File: src/rtl/uart_tx_fifo.sv
// uart_tx_fifo: byte FIFO that feeds a UART transmitter, one frame at a time.
// Ports: clk/rst, in_valid/in_data/in_ready, flush, transmit/tx_byte, is_transmitting, fifo_count/empty/full/busy/tx_error.
module uart_tx_fifo #(
  parameter int DEPTH        = 16,
  parameter int ADDR_W       = 4,
  parameter int BUSY_TIMEOUT = 7
) (
  input  logic              clk,
  input  logic              rst,
  input  logic              in_valid,
  input  logic [7:0]        in_data,
  output logic              in_ready,
  input  logic              flush,
  output logic              transmit,
  output logic [7:0]        tx_byte,
  input  logic              is_transmitting,
  output logic [ADDR_W:0]   fifo_count,
  output logic              empty,
  output logic              full,
  output logic              busy,
  output logic              tx_error
);

  localparam int TW = $clog2(BUSY_TIMEOUT + 1);

  typedef enum logic [1:0] {
    IDLE,
    WAIT_BUSY,
    WAIT_DONE
  } state_e;

  logic [7:0]        mem_q [DEPTH];
  logic [ADDR_W-1:0] wr_ptr_q, wr_ptr_d;
  logic [ADDR_W-1:0] rd_ptr_q, rd_ptr_d;
  logic [ADDR_W:0]   count_q, count_d;
  state_e            state_q, state_d;
  logic [TW-1:0]     tmo_q, tmo_d;
  logic              transmit_q, transmit_d;
  logic [7:0]        tx_byte_q, tx_byte_d;
  logic              tx_error_q, tx_error_d;
  logic              wr_en;
  logic              pop;

  assign full       = (count_q == (ADDR_W+1)'(DEPTH));
  assign empty      = (count_q == '0);
  assign in_ready   = !full && !rst && !flush;
  assign wr_en      = in_valid && in_ready;
  // Launch only from IDLE with the UART quiet; flush wins over a launch.
  assign pop        = (state_q == IDLE) && !empty
                      && !is_transmitting && !flush;

  assign fifo_count = count_q;
  assign transmit   = transmit_q;
  assign tx_byte    = tx_byte_q;
  assign tx_error   = tx_error_q;
  assign busy       = (state_q != IDLE);

  always_comb begin
    wr_ptr_d   = wr_ptr_q;
    rd_ptr_d   = rd_ptr_q;
    count_d    = count_q;
    state_d    = state_q;
    tmo_d      = tmo_q;
    transmit_d = 1'b0;
    tx_byte_d  = tx_byte_q;
    tx_error_d = tx_error_q;

    if (wr_en) wr_ptr_d = wr_ptr_q + 1'b1;
    if (pop)   rd_ptr_d = rd_ptr_q + 1'b1;

    if (flush) begin
      wr_ptr_d = rd_ptr_q;
      count_d  = '0;
    end else if (wr_en && !pop) begin
      count_d = count_q + 1'b1;
    end else if (pop && !wr_en) begin
      count_d = count_q - 1'b1;
    end

    unique case (state_q)
      IDLE: begin
        if (pop) begin
          tx_byte_d  = mem_q[rd_ptr_q];
          transmit_d = 1'b1;
          tmo_d      = '0;
          state_d    = WAIT_BUSY;
        end
      end
      WAIT_BUSY: begin
        tmo_d = tmo_q + 1'b1;
        if (is_transmitting) begin
          state_d = WAIT_DONE;
        end else if (tmo_q == TW'(BUSY_TIMEOUT - 1)) begin
          // UART never acknowledged: drop the byte, flag it.
          tx_error_d = 1'b1;
          state_d    = IDLE;
        end
      end
      WAIT_DONE: begin
        if (!is_transmitting) state_d = IDLE;
      end
      default: state_d = IDLE;
    endcase
  end

  always_ff @(posedge clk) begin
    if (rst) begin
      wr_ptr_q   <= '0;
      rd_ptr_q   <= '0;
      count_q    <= '0;
      state_q    <= IDLE;
      tmo_q      <= '0;
      transmit_q <= 1'b0;
      tx_byte_q  <= 8'h00;
      tx_error_q <= 1'b0;
    end else begin
      wr_ptr_q   <= wr_ptr_d;
      rd_ptr_q   <= rd_ptr_d;
      count_q    <= count_d;
      state_q    <= state_d;
      tmo_q      <= tmo_d;
      transmit_q <= transmit_d;
      tx_byte_q  <= tx_byte_d;
      tx_error_q <= tx_error_d;
    end
  end

  // Storage is deliberately not reset.
  always_ff @(posedge clk) begin
    if (wr_en) mem_q[wr_ptr_q] <= in_data;
  end

endmodule

File: config.mk
export PLATFORM = sky130hd
export DESIGN_NAME = uart_tx_fifo
export DESIGN_NICKNAME = d
export VERILOG_FILES = /design/src/rtl/uart_tx_fifo.sv
export SDC_FILE = /design/constraint.sdc
export NUM_CORES = 1
export LEC_CHECK = 0
export BUFFER_PORTS_ARGS = -buffer_cell sky130_fd_sc_hd__buf_4
export CAP_MARGIN = 15
export CORE_MARGIN = 3
export CORE_UTILIZATION = 60
export DETAILED_ROUTE_END_ITERATION = 16
export PLACE_DENSITY = 0.77
export SLEW_MARGIN = 20
export SYNTH_ARGS = -nofsm -noshare
export SYNTH_HDL_FRONTEND = slang
export SYNTH_SLANG_ARGS = --single-unit
export TNS_END_PERCENT = 10
File: constraint.sdc
create_clock -name clk -period 3.4 [get_ports clk]
set_input_delay 0.51 -clock clk [delete_from_list [all_inputs] [get_ports clk]]
set_output_delay 0.51 -clock clk [all_outputs]
set_load 0.05 [all_outputs]
==> metrics.md <==
| Metric | Value |
|---|---|
| GPL Wtd Cong | `0.805` |
| WP data required | `3.87 ns` |
| Post-Layout Inst Area | `7280 sq um` |
| Synth Net Count | `458` |
| Die width | `109 um` |
| Final setup viols | `0` |
| First-pass GRT wire length | `20.3 mm` |
| LEAKAGE | `0.00238 uW` |
| Setup CP Type | `reg2reg` |
| GRT Total Usage | `23.9%` |
| Ys flop type | `edfxtp_1` |
| Antenna fix cells | `0` |
| Layout area overhead | `14.3%` |
| Crit-path max FO | `9` |
| Fin crit period | `2.95 ns` |
| Final hold vios | `0` |
| Vias in the first global route | `3,621` |
| CTS tree | `done` |
| Status | `finished clean` |
| Slew Limit Fails | `0` |
| Top cells by area, synth | `edfxtp_1, mux2i_1, dfxtp_1` |
| Worst Max-Slew Pin Slew | `0.874 ns` |
| Max cap viols | `0` |
| Synth top area share | `60.3%` |
| Setup TNS | `0 ns` |
| Max H-tree Level | `4` |
| Sequential share of the synthesized area | `69.1%` |
| # DRC | `0` |
| Post-CTS Setup Bufs | `0` |
| Synthesized instance count | `433` |
| Cell count of the worst reg-to-reg path | `10` |
| FP Rows | `36` |
| Post-CTS Resized | `0` |
| Critical Path Start Type | `flop` |
| Share of flip-flops with an asynchronous set or reset | `0%` |
| Per-cell routed wire length | `21.6 um` |
| First-iteration detailed-routing DRC count | `292` |
| Starting density of the core | `63.4%` |
| Total grt overflow | `0` |
| Port Buf Inserts | `31` |
| RSZ-0062 raised after global routing | `no` |
| Mean Syn Cell Area | `14.7 sq um` |
| Fraction of layout cells with a size suffix above 1 | `18.1%` |
| Most numerous cell in the Yosys netlist | `edfxtp_1` |
| Area after DPL | `6730 sq um` |
| Die Y | `109 um` |
| Distinct cells, synth | `42` |
| Slew headroom | `41.5%` |
| Mapped Area | `6370 sq um` |
| YS warnings | `0` |
| Worst Hold Class | `in2reg` |
| Cts hold-fix bufs | `0` |
| Worst Clk Skew | `0.0184 ns` |
| Clk sinks | `156` |
| Max IR drop VDD | `0.479 mV` |
| Detail Placement HPWL | `8.28 mm` |
| CP endpoint kind | `flop` |
| FILL cells | `619` |
| Via/cell ratio | `6.07` |
| Inserted Clock Buffers | `17` |
| Clock transition at the registers of the reported paths | `0.07 ns` |
| DIE AREA | `11,900 sq um` |
| Top cells by count, synth | `edfxtp_1, mux2i_1, nor2_1, o22ai_1, dfxtp_1` |
| Vias | `3,724` |
| Final WL | `13.3 mm` |
| Pwr Density | `558 nW/um^2` |
| Crit share post-route | `86.8%` |
| Drt pass-1 iters | `4` |
| Ports | `32` |
| Initial antenna violation count | `0` |
| Number of synthesized register bits | `156` |
| CTS Root Cell | `clkbuf_8` |
| Hold path depth | `2` |
| Tot Pwr | `4060 uW` |
| Post-route ant nets | `0` |
| Worst-skew pair later-pin latency | `0.54 ns` |
| FF/Latch Area | `4410 sq um` |
| Area of the multi-input gates | `1800 sq um` |
| Largest net degree at the start of global routing | `34` |
| Final nets | `493` |
| Post-synth EDFFs | `128` |
| Fmax | `339 MHz` |
| Biggest area consumer among synthesized cells | `edfxtp_1` |
| Clk buf depth | `2` |
| Core Footprint | `10,000 sq um` |
| CP arrival | `3.42 ns` |
-- area by class of cell --
class / count / area share (%)
clock buffer: 17 / 5.69
clock inverter: 15 / 1.74
inverter: 10 / 0.687
multi-input combinational: 242 / 24.7
sequential: 156 / 60.5
tap: 133 / 2.29
timing repair buffer: 41 / 4.40
-- through the flow --
stage / hold slack (ns) / setup WS [ns] / instances / utilization (%)
floorplan: 0.461 / 0.401 / 433 / -
global placement: 0.466 / 0.521 / 582 / 67.0
detailed placement: 0.466 / 0.427 / 582 / 67.0
CTS: 0.231 / 0.451 / 614 / 72.4
global route: 0.255 / 0.313 / 614 / 72.5
finish: 0.245 / 0.449 / 614 / 72.5
-- layout by cell type (no fill, tap or decap), types with 3 or more instances in the layout --
cell	netlist	layout
nor4_1	8	8
clkinv_4	0	3
or3b_2	3	3
clkbuf_16	0	16
nand2b_1	3	3
dfxtp_1	28	27
nand3_1	6	6
o22ai_1	30	30
nor2_1	40	40
a31oi_1	3	3
edfxtp_1	128	128
xnor2_1	6	6
ha_1	11	11
a21oi_1	12	12
a211oi_1	8	8
nand3b_1	4	4
inv_1	9	9
mux2i_1	63	63
nand2_1	14	14
inv_6	0	7
buf_4	0	40
nor3_1	6	4
o21a_1	3	3
-- registers in the layout, summed over array words and instances, names as in the netlist --
register,count
mem_q,128
tx_byte,8
fifo_count,5
rd_ptr_q,4
wr_ptr_q,4
tmo_q,3
state_q,2
transmit,1
tx_error,1
-- cells by family (layout without fill, tap and decap cells) --
group           after synthesis  after routing  share of synthesized area (%)
flops                       156            156                           69.1
simple gates                 91             91                           6.93
mux                          66             66                           10.8
compound gates               65             65                           6.76
buf+inv                      35             83                           2.83
fa+ha+maj                    12             12                           2.47
xor+xnor                      8              8                           1.10
-- power by group --
group | switching (uW) | total [uW] | internal (uW)
Sequential | 14.0 | 2090 | 2080
Clock | 823 | 1750 | 923
Combinational | 151 | 221 | 69.6
-- critical path: stages (launching register included) --
cell      delay (ns)
dfxtp_1         0.37
or4_1           0.66
o21a_1          0.31
clkinv_8        0.09
ha_1            0.16
inv_1           0.11
fa_1            0.41
a21o_1          0.17
a21oi_1         0.18
mux2i_1         0.23
mux2i_1         0.19
-- routing by layer --
layer | global-route usage, % | vias up | share of wire [%]
met1 | 32.9 | 1842 | 42
met5 | 0 | - | 0
li1 | - | 1719 | -
met4 | 9.38 | 0 | 2.4
met3 | 5.74 | 24 | 7.1
met2 | 37.2 | 139 | 49
-- path summary, 6_finish.rpt --
path / start / end / slack, ns
setup / recovery: fifo_count[0] / fifo_count[4] / 0.45
hold / removal: flush / wr_ptr_q[1] / 0.24
setup reg to reg: fifo_count[0] / fifo_count[4] / 0.45
hold reg to reg: tx_error / tx_error / 0.48
Note: power is estimated with default switching activity, not from simulation.
